--- config.mk ---
export PLATFORM = sky130hd
export DESIGN_NAME = pc_seq_ctrl
export DESIGN_NICKNAME = d
export VERILOG_FILES = /design/src/rtl/pc_seq_ctrl.sv
export SDC_FILE = /design/constraint.sdc
export NUM_CORES = 1
export LEC_CHECK = 0
export BUFFER_PORTS_ARGS = -buffer_cell sky130_fd_sc_hd__buf_4
export CORE_AREA = 2 2 100 102
export DETAILED_ROUTE_END_ITERATION = 12
export DIE_AREA = 0 0 102 104
export PLACE_DENSITY = 0.81
export SLEW_MARGIN = 20
export SYNTH_ARGS = -nofsm -noshare
export SYNTH_HDL_FRONTEND = slang
export SYNTH_SLANG_ARGS = --single-unit
--- constraint.sdc ---
create_clock -name clk_i -period 4.3 [get_ports clk_i]
set_input_delay 0.215 -clock clk_i [delete_from_list [all_inputs] [get_ports clk_i]]
set_output_delay 0.215 -clock clk_i [all_outputs]
set_load 0.02 [all_outputs]
--- src/rtl/pc_seq_ctrl.sv ---
// Program-counter sequencer: owns the PC, drives the fetch handshake and picks the next PC.
// Optional macro JR_ALIGN_CHECK_EN traps misaligned JR targets to TRAP_PC and adds misalign_o.
module pc_seq_ctrl #(
    parameter logic [31:0] RESET_PC = 32'h0000_0000,
    parameter logic [31:0] TRAP_PC  = 32'h0000_0080
) (
    input  logic        clk_i,
    input  logic        rst_i,
    output logic        fetch_valid_o,
    input  logic        fetch_ready_i,
    output logic [31:0] pc_o,
    output logic [31:0] pc_plus4_o,
    input  logic        stall_i,
    input  logic        ctrl_valid_i,
    input  logic        jump_i,
    input  logic [25:0] instr_index_i,
    input  logic        branch_i,
    input  logic        branch_taken_i,
    input  logic [31:0] branch_offset_i,
    input  logic        jr_i,
    input  logic [31:0] jr_target_i,
    input  logic        flush_i,
    input  logic [31:0] flush_pc_i,
    output logic        redirect_o
`ifdef JR_ALIGN_CHECK_EN
    ,
    output logic        misalign_o
`endif
);

    typedef enum logic [1:0] {BOOT, RUN, HOLD} state_t;

`ifdef JR_ALIGN_CHECK_EN
    localparam bit ALIGN_CHECK = 1'b1;
`else
    localparam bit ALIGN_CHECK = 1'b0;
`endif

    state_t      r_state;
    logic [31:0] r_pc;
    logic        r_redirect;

    logic [31:0] w_pc_plus4;
    logic [31:0] w_jump_target;
    logic [31:0] w_branch_target;
    logic        w_jr_misaligned;
    logic [31:0] w_jr_target;
    logic        w_commit;
    logic [31:0] w_next_pc;
    logic        w_nonseq;

    assign w_pc_plus4      = r_pc + 32'd4;
    assign w_jump_target   = {w_pc_plus4[31:28], instr_index_i, 2'b00};
    assign w_branch_target = w_pc_plus4 + {branch_offset_i[29:0], 2'b00};
    assign w_jr_misaligned = ALIGN_CHECK && (jr_target_i[1:0] != 2'b00);
    assign w_jr_target     = w_jr_misaligned ? TRAP_PC : jr_target_i;
    assign w_commit        = (r_state == RUN) && fetch_ready_i && !stall_i;

    // NOTE: every output of this block gets a default first so no latch is inferred.
    always_comb begin
        w_next_pc = w_pc_plus4;
        w_nonseq  = 1'b0;
        if (ctrl_valid_i && jr_i) begin
            w_next_pc = w_jr_target;
            w_nonseq  = 1'b1;
        end else if (ctrl_valid_i && jump_i) begin
            w_next_pc = w_jump_target;
            w_nonseq  = 1'b1;
        end else if (ctrl_valid_i && branch_i && branch_taken_i) begin
            w_next_pc = w_branch_target;
            w_nonseq  = 1'b1;
        end
    end

`ifdef JR_ALIGN_CHECK_EN
    logic r_misalign;
`endif

    // NOTE: state uses non-blocking assignments so all registers update from pre-edge values.
    always_ff @(posedge clk_i or posedge rst_i) begin
        if (rst_i) begin
            r_state    <= BOOT;
            r_pc       <= RESET_PC;
            r_redirect <= 1'b0;
`ifdef JR_ALIGN_CHECK_EN
            r_misalign <= 1'b0;
`endif
        end else begin
            r_redirect <= 1'b0;
`ifdef JR_ALIGN_CHECK_EN
            r_misalign <= 1'b0;
`endif
            if (flush_i) begin
                // Flush overrides stall and any commit, from every state.
                r_pc       <= flush_pc_i;
                r_state    <= RUN;
                r_redirect <= 1'b1;
            end else begin
                case (r_state)
                    BOOT: r_state <= RUN;
                    RUN: begin
                        if (stall_i) begin
                            r_state <= HOLD;
                        end else if (w_commit) begin
                            r_pc       <= w_next_pc;
                            r_redirect <= w_nonseq;
`ifdef JR_ALIGN_CHECK_EN
                            r_misalign <= ctrl_valid_i && jr_i && w_jr_misaligned;
`endif
                        end
                    end
                    HOLD: begin
                        if (!stall_i) r_state <= RUN;
                    end
                    default: r_state <= BOOT;
                endcase
            end
        end
    end

    // Fetch request drops in the same cycle a stall is raised.
    assign fetch_valid_o = (r_state == RUN) && !stall_i;
    assign pc_o          = r_pc;
    assign pc_plus4_o    = w_pc_plus4;
    assign redirect_o    = r_redirect;
`ifdef JR_ALIGN_CHECK_EN
    assign misalign_o    = r_misalign;
`endif

endmodule
Word level (Yosys, flattened, before mapping). Index checks and enable logic that the tools add are counted.

Bits in writable memories: 0. Bits of input ports: 132. Word-level logic and storage cells: 41. Bits in latches: 0. Memories kept: 0. Flip-flop bits (word level): 35. Output and inout bits: 66. ROM bits: 0.

Divide/modulo/power cells: 0. Bitwise operators: 0. Magnitude comparators: 0. Equal/unequal tests: 5. Add/subtract/negate cells: 2. Muxes and demuxes: 18. Reductions and logical operators: 13. Multiply operators: 0. Shifts and indexed selects: 0.

Operator list (count): 32-bit two-way mux (7); 32-bit by 3-bit adder with 32-bit output (second input constant) (1); 32-bit adder (1); 1-bit logical AND (7); 1-bit two-way mux (7); 2-bit two-way mux (3); 3-bit != test (second input constant) (2); 2-bit one-hot mux with 3 select lines (1); 2-bit nonzero test (2); 3-bit AND reduction (1); 2-bit by 1-bit == test with 1-bit output (second input constant) (1); 2-bit == test (second input constant) (1); 2-bit logical NOT (1); 2-bit by 1-bit != test with 1-bit output (second input constant) (1); 2-bit AND reduction (1); 1-bit logical NOT (1).

Depth between registers and ports, before layout. Gate-level depths: netlist (run 1).

Depth in word-level cells: 9. Depth in mapped cells: 17. Mapped depth without buffers: 16.

Worst setup path after synthesis (run 1). No wires, ideal clock.

Kind: register to register. From: register r_pc[2] (netlist: pc_o[2]). To: register r_pc[31] (netlist: pc_o[31]). Path slack: 0.401 ns. Clock period less this slack: 3.899 ns. Data required time: 4.218 ns. Cell stages (with the launch flop): 18. Library setup time: 0.082 ns. Data arrival time: 3.817 ns. Buffers on the path: 1. Cells stage by stage: dfrtp_1 > ha_1 > nand4_1 > nor3_2 > nand4_1 > nor2_1 > xor2_1 > ha_1 > buf_2 > a21o_1 > a21oi_1 > nor2b_1 > nor3_1 > a21oi_1 > o21a_1 > a2111oi_0 > o21ai_0 > a31oi_1.

Cells in the longest elaborated chain, start to end: 9.

RTL lines: start, declared (RTL line 40) `logic [31:0] r_pc;`; start signal, assigned (RTL line 95) `r_pc <= flush_pc_i;`; start signal, assigned (RTL line 105) `r_pc <= w_next_pc;`; 32-bit by 3-bit adder with 32-bit output (RTL line 52) `assign w_pc_plus4 = r_pc + 32'd4;`; named net pc_plus4_o[24] (RTL line 12) `output logic [31:0] pc_plus4_o,`; 32-bit adder (RTL line 54) `assign w_branch_target = w_pc_plus4 + {branch_offset_i[29:0], 2'b00};`; 32-bit two-way mux (RTL line 69) `end else if (ctrl_valid_i && branch_i && branch_taken_i) begin`; 32-bit two-way mux (RTL line 66) `end else if (ctrl_valid_i && jump_i) begin`; 32-bit two-way mux (RTL line 63) `if (ctrl_valid_i && jr_i) begin`; 32-bit two-way mux (RTL line 104) `end else if (w_commit) begin`; 32-bit two-way mux (RTL line 102) `if (stall_i) begin`; 32-bit two-way mux (RTL line 99) `case (r_state)`; 32-bit two-way mux (RTL line 93) `if (flush_i) begin`.

The timed path passes the listed nets, and every way through them passes these cells. The select of a mux whose other input is x is not followed. A chain may end at the register's enable or synchronous reset.

Worst setup path in the final report (run 1).
From: register r_pc[3] (netlist: pc_o[3]). To: register r_pc[31] (netlist: pc_o[31]).

Cells in the longest elaborated chain, start to end: 9.

RTL lines (RTL line): 32-bit by 3-bit adder with 32-bit output * (52); 32-bit adder (54); 32-bit two-way mux (69); 32-bit two-way mux * (66); 32-bit two-way mux * (63); 32-bit two-way mux * (104); 32-bit two-way mux * (102); 32-bit two-way mux * (99); 32-bit two-way mux * (93).

Every way passes the cells marked *; elsewhere a longest branch is shown, timed or not. The select of a mux whose other input is x is not followed.

==> flow_summary.json, run 1 <==
{
  "status": "completed",
  "synth_edf_count": 0,
  "ys_seq_elements": 35,
  "place_inst": 938,
  "nFillCells": 876,
  "synth_ff_type": "dfrtp_1",
  "clkSinkCount": 35,
  "syn-instance-count": 631,
  "seq_area_frac_synth_pct": 19.0,
  "cp.required_ps": 4520,
  "cp.arrival_ps": 4190,
  "powerDensity_nw_per_um2": 270,
  "finalPower_mw": 1.70,
  "hpwl_mm": 13.9,
  "drv_slew": 0,
  "synth_cell_types": 62,
  "grt_use_total_pct": 33.7,
  "setup_violations": 0,
  "drc": 0,
  "drive_gt1_share_pct": 28.5,
  "period_needed_ps": 3970,
  "worstHoldPathType": "primary input to async pin",
  "irDropWorstVdd_uv": 155,
  "areaGrowthSynthToFinish_pct": 36.7,
  "startpoint_type": "flop",
  "die-area_um2": 10600,
  "drtAntennaViolNets": 0,
  "cts_root_buf": "clkbuf_8",
  "io_pins": 198,
  "fp.dieH_um": 104,
  "intPower_mw": 0.921,
  "pwr-share-clk_pct": 15.0,
  "synth_area_leaders": "dfrtp_1 (19%), ha_1 (9.8%), a21oi_1 (7.6%)",
  "period_share_pct": 92.4,
  "skew_ps": 6.04,
  "ys_warn_count": 0,
  "leakage_nw": 2.94,
  "tns_ps": 0,
  "fmax_mhz": 252,
  "syn_avg_cell_area_um2": 7.31,
  "yosysTopAreaCell": "dfrtp_1",
  "maxCapViolCount": 0,
  "htree_levels": 2,
  "cts.path.max_buffers": 2,
  "cts_hold_buf": 0,
  "numCtsBuffers": 5,
  "place.gp.congestion": 0.956,
  "port_buffers": 195,
  "rsz0062_at_grt": "false",
  "fin_area_um2": 6310,
  "ys_async_sr_fraction_pct": 100,
  "synth_top_area_share_pct": 19.0,
  "firstDrtPassIters": 5,
  "timing_worst_setup_path_type": "flop to flop",
  "cts_tree": "yes",
  "grt_pass1_vias": 5571,
  "switching_power_mw": 0.780,
  "instances_no_fill": 947,
  "p_seq_share_pct": 24.9,
  "routed_wl_mm": 18.3,
  "die_x_um": 102,
  "syn_nets": 800,
  "coreArea_um2": 9550,
  "grt_pass1_wl_mm": 28.3,
  "grt_overflow_total": 0,
  "tightest_slew_ps": 942,
  "grt_max_degree": 71,
  "start_util_pct": 48.3,
  "vias": 5780,
  "hold_viol": 0,
  "drt_iter0_markers": 313,
  "relSlewSlack_pct": 37.2,
  "rows": 36,
  "detail_route.wl_per_cell_um": 19.3,
  "p_sw_share_pct": 45.8,
  "num_antenna_cells": 0,
  "viasPerCell": 6.10,
  "pwr-share-comb_pct": 60.0,
  "cts.reportedPaths.clkPinSlew_ps": 80,
  "end_kind": "flop",
  "antenna_found_initial": 0,
  "dpl_cell_area_um2": 6210,
  "final_nets": 982,
  "syn_area_um2": 4610,
  "final_util_pct": 66.1,
  "insertion_delay_ps": 300,
  "cp_max_fo": 7
}
[cell type report]
type	count	area, um^2	share of cell area [%]
repair buffers	210	1580	25.0
flip-flops and latches	35	876	13.9
multi-input cells	546	3550	56.3
well taps	133	166	2.64
clock buffers	7	76.3	1.21
clock inverters	1	5.00	0.0793
inverters	15	56.3	0.893
[layer usage]
| layer | global-route usage (%) | wire, um |
|---|---|---|
| met3 | 4.37 | 1590 |
| met5 | 0 | 0 |
| met2 | 56.2 | 8840 |
| met4 | 11.3 | 419 |
| met1 | 44.4 | 7470 |
[metrics by stage]
step	hold WS (ps)	worst slack (ps)
4_1_cts	63.1	266
3_5_place_dp	385	293
6_report	59.4	328
2_1_floorplan	325	401
3_3_place_gp	383	334
5_1_grt	88.3	66.9
[Yosys cell counts (15+ instances only)]
cell      number
nor2_1        64
a221oi_1      18
o21ai_1       26
xnor2_1       28
o21ai_0       35
dfrtp_1       35
clkbuf_1      28
xor2_1        20
nand2_1       59
inv_1         15
nand3_1       18
a21oi_1       70
ha_1          36
nor3_1        23
[power by group through the flow]
stage	Sequential, mW	Clock [mW]	Combinational [mW]
after detailed placement	0.428	0	1.00
after global placement	0.425	0	0.986
after floorplan	0.458	0	0.595
after CTS	0.422	0.259	1.01
final	0.424	0.256	1.02
after global routing	0.429	0.276	1.10
[kinds of logic after synthesis]
group	Yosys count	synth area share [%]
compound gates	228	31.9
simple gates	227	24.1
buf+inv	50	4.31
xor+xnor	48	9.11
fa+ha+maj	37	10.2
flops	35	19.0
mux	6	1.38
[flip-flops by register name (all words and copies together), names as in the netlist]
register and flops:
r_state 2, pc_o 32, redirect_o 1
[worst paths after layout]
kind | slack (ps) | to | depth (start not counted) | start
max in group asynchronous | 3880 | pc_o[17] | 3 | rst_i
setup reg to reg | 330 | pc_o[31] | 15 | pc_o[3]
min in group clk_i | 120 | pc_o[0] | 3 | flush_pc_i[0]
setup / recovery | 330 | pc_o[31] | 15 | pc_o[3]
hold / removal | 60 | pc_o[0] | 3 | rst_i
hold reg to reg | 540 | pc_o[1] | 2 | pc_o[1]
[cells in the final DEF (no fill, tap or decap), types with 3 or more instances in the layout]
master,n
a21o_1,12
o22ai_1,4
nand3_1,18
nand2_1,59
o21ai_0,35
nor3_1,23
a21oi_1,70
a211o_1,3
nor4_1,3
clkbuf_8,5
dfrtp_1,35
a211oi_1,6
inv_1,15
xor2_1,20
buf_4,210
nand4_1,12
o21a_1,7
nor2b_1,6
and2_1,5
a22oi_1,3
ha_1,36
a221o_1,6
or3_1,3
nor3b_1,3
and3_1,11
xnor2_1,28
o21ai_1,26
o31ai_1,4
o211ai_1,9
a221oi_1,18
nand2b_1,9
mux2i_1,3
nor2_1,64
a31oi_1,5
[worst max-delay path, stage by stage, from the launching register on]
cell and delay, ps:
dfrtp_1 430, ha_1 250, nand4_1 270, nor3_4 370, buf_4 170, xor2_1 240
ha_1 370, a21o_1 250, a31oi_1 190, o22ai_1 110, nor2_1 90, o21a_1 270
o311a_1 240, o31ai_1 110, or3_1 370, a31oi_1 160
[what timing repair did]
item,in CTS,in global routing
resized for setup,0,3
endpoints found under the hold margin,0,0
setup buffers,0,1
endpoints found under the setup margin,0,1
(Power assumes the default switching activity.)
==> inputs of run 2 (changes only) <==
--- a/config.mk
+++ b/config.mk
@@ -6,10 +6,11 @@
 export NUM_CORES = 1
 export LEC_CHECK = 0
 export BUFFER_PORTS_ARGS = -buffer_cell sky130_fd_sc_hd__buf_4
-export CORE_AREA = 2 2 100 102
+export CORE_AREA = 2 2 97 99
 export DETAILED_ROUTE_END_ITERATION = 12
-export DIE_AREA = 0 0 102 104
-export PLACE_DENSITY = 0.81
+export DIE_AREA = 0 0 99 101
+export PLACE_DENSITY = 0.86
+export SETUP_SLACK_MARGIN = 0.3
 export SLEW_MARGIN = 20
 export SYNTH_ARGS = -nofsm -noshare
 export SYNTH_HDL_FRONTEND = slang
==> constraint.sdc (replaced) <==
create_clock -name clk_i -period 5.11 [get_ports clk_i]
set_input_delay 0.2555 -clock clk_i [delete_from_list [all_inputs] [get_ports clk_i]]
set_output_delay 0.2555 -clock clk_i [all_outputs]
set_load 0.02 [all_outputs]
==> flow_summary.json, run 2 (synthesized netlist as in run 1, its figures left out) <==
{
  "status": "completed",
  "start_util_pct": 51.4,
  "setup_violations": 0,
  "crit_family": "simple AND/OR/NAND/NOR gates",
  "cts.path.max_buffers": 2,
  "worstHoldPathType": "primary input to async pin",
  "place_inst": 908,
  "routed_wl_mm": 18.1,
  "die-area_um2": 10000,
  "critPathSlowestCell": "a2111oi_1",
  "die_x_um": 99,
  "cts.reportedPaths.clkPinSlew_ps": 80,
  "grt_overflow_total": 0,
  "antenna_found_initial": 0,
  "fp.dieH_um": 101,
  "whs_ps": 95.5,
  "port_buffers": 195,
  "htree_levels": 2,
  "cp.depth": 15,
  "drive_gt1_share_pct": 27.6,
  "startpoint_type": "flop",
  "coreArea_um2": 8980,
  "worstPathCellList": "ha_1, nand4_1, nor3_4, nand4_1, nor2_1, xor2_1, ha_1, a21o_1, a21oi_1, nor2b_1, nor4_1, o311ai_1, a2111oi_1, o21ai_0, a31oi_1",
  "timing_worst_setup_path_type": "flop to flop",
  "viasPerCell": 6.34,
  "grt_pass1_vias": 5508,
  "hpwl_mm": 13.6,
  "cp_max_fo": 8,
  "detail_route.wl_per_cell_um": 19.7,
  "fin_area_um2": 6210,
  "cts_hold_buf": 0,
  "grt_max_degree": 71,
  "instances_no_fill": 916,
  "period_needed_ps": 4340,
  "vias": 5805,
  "grt_pass1_wl_mm": 27.6,
  "ff2ff_path_depth": 15,
  "cts_root_buf": "clkbuf_8",
  "irDropWorstVdd_uv": 120,
  "cp.required_ps": 5320,
  "fmax_mhz": 230,
  "layout_common_cells": "buf_4 (201), a21oi_1 (70), nor2_1 (64)",
  "skew_ps": 5.74,
  "drv_slew": 0,
  "leakage_nw": 2.89,
  "end_kind": "flop",
  "final_nets": 973,
  "largest_reg_flops": 32,
  "tns_ps": 0,
  "path_buf_inv": 0,
  "rsz0062_at_grt": "false",
  "io_pins": 198,
  "relSlewSlack_pct": 28.7,
  "insertion_delay_ps": 290,
  "place.gp.congestion": 0.978,
  "final_common_cell": "buf_4",
  "tightest_slew_ps": 1070,
  "rows": 35,
  "drtAntennaViolNets": 0,
  "areaGrowthSynthToFinish_pct": 34.5,
  "maxCapViolCount": 0,
  "post_cts_resized": 0,
  "dpl_cell_area_um2": 6120,
  "drt_iter0_markers": 462,
  "max_stage_delay_ps": 520,
  "firstDrtPassIters": 6,
  "num_antenna_cells": 0,
  "cts_setup_buffers": 0,
  "hold_viol": 0,
  "grt_use_total_pct": 34.5,
  "cts_tree": "yes",
  "numCtsBuffers": 5,
  "powerDensity_nw_per_um2": 230,
  "drc": 0,
  "period_share_pct": 85.0,
  "cp.arrival_ps": 4560,
  "clkSinkCount": 35,
  "finalPower_mw": 1.43
}
run 2: changes by cell type in the layout (fill, tap and decap cells not counted):
cell	change
buf_4	-9
a2111oi_1	+1
a2111oi_2	-1
run 2: cell type report:
cell class	instances	area [um^2]
multi-input combinational	546	3550
fill	787	2770
clock inverter	1	5.00
clock buffer	7	76.3
tap	111	139
inverter	15	56.3
sequential	35	876
timing repair buffer	201	1510
run 2: worst paths after layout:
path / from / slack [ps] / endpoint
max in group asynchronous: rst_i / 4660 / pc_o[14]
min in group clk_i: flush_pc_i[0] / 160 / pc_o[0]
worst min register to register: pc_o[0] / 530 / pc_o[0]
worst min-delay path: rst_i / 100 / pc_o[26]
worst max register to register: pc_o[2] / 770 / pc_o[31]
worst max-delay path: pc_o[2] / 770 / pc_o[31]
run 2: metal layers:
layer | up-vias | track usage (%) | share of wire, %
met3 | 39 | 9.02 | 11
li1 | 2699 | - | -
met2 | 361 | 57.2 | 47
met5 | - | 0 | 0
met4 | 0 | 11.8 | 2.7
met1 | 2706 | 43.8 | 39
run 2: stage by stage:
stage / setup slack, ps / utilization, %
2_1_floorplan: 1210 / -
3_3_place_gp: 1050 / 68.2
3_5_place_dp: 812 / 68.2
4_1_cts: 714 / 69.1
5_1_grt: 388 / 69.2
6_report: 766 / 69.2
run 2: power by group:
group | internal, mW | switching (mW)
Combinational | 0.364 | 0.493
Sequential | 0.307 | 0.0483
Clock | 0.0962 | 0.119
run 2: worst reg2reg max path: cells and delay by family (launching register included):
| family | cells | cell delay, ps |
|---|---|---|
| and+or+nand+nor | 6 | 1500 |
| AOI/OAI and AO/OA | 6 | 1400 |
| DFF | 1 | 450 |
| xor gates and xnor gates | 1 | 280 |
| adders and majority gates | 2 | 620 |
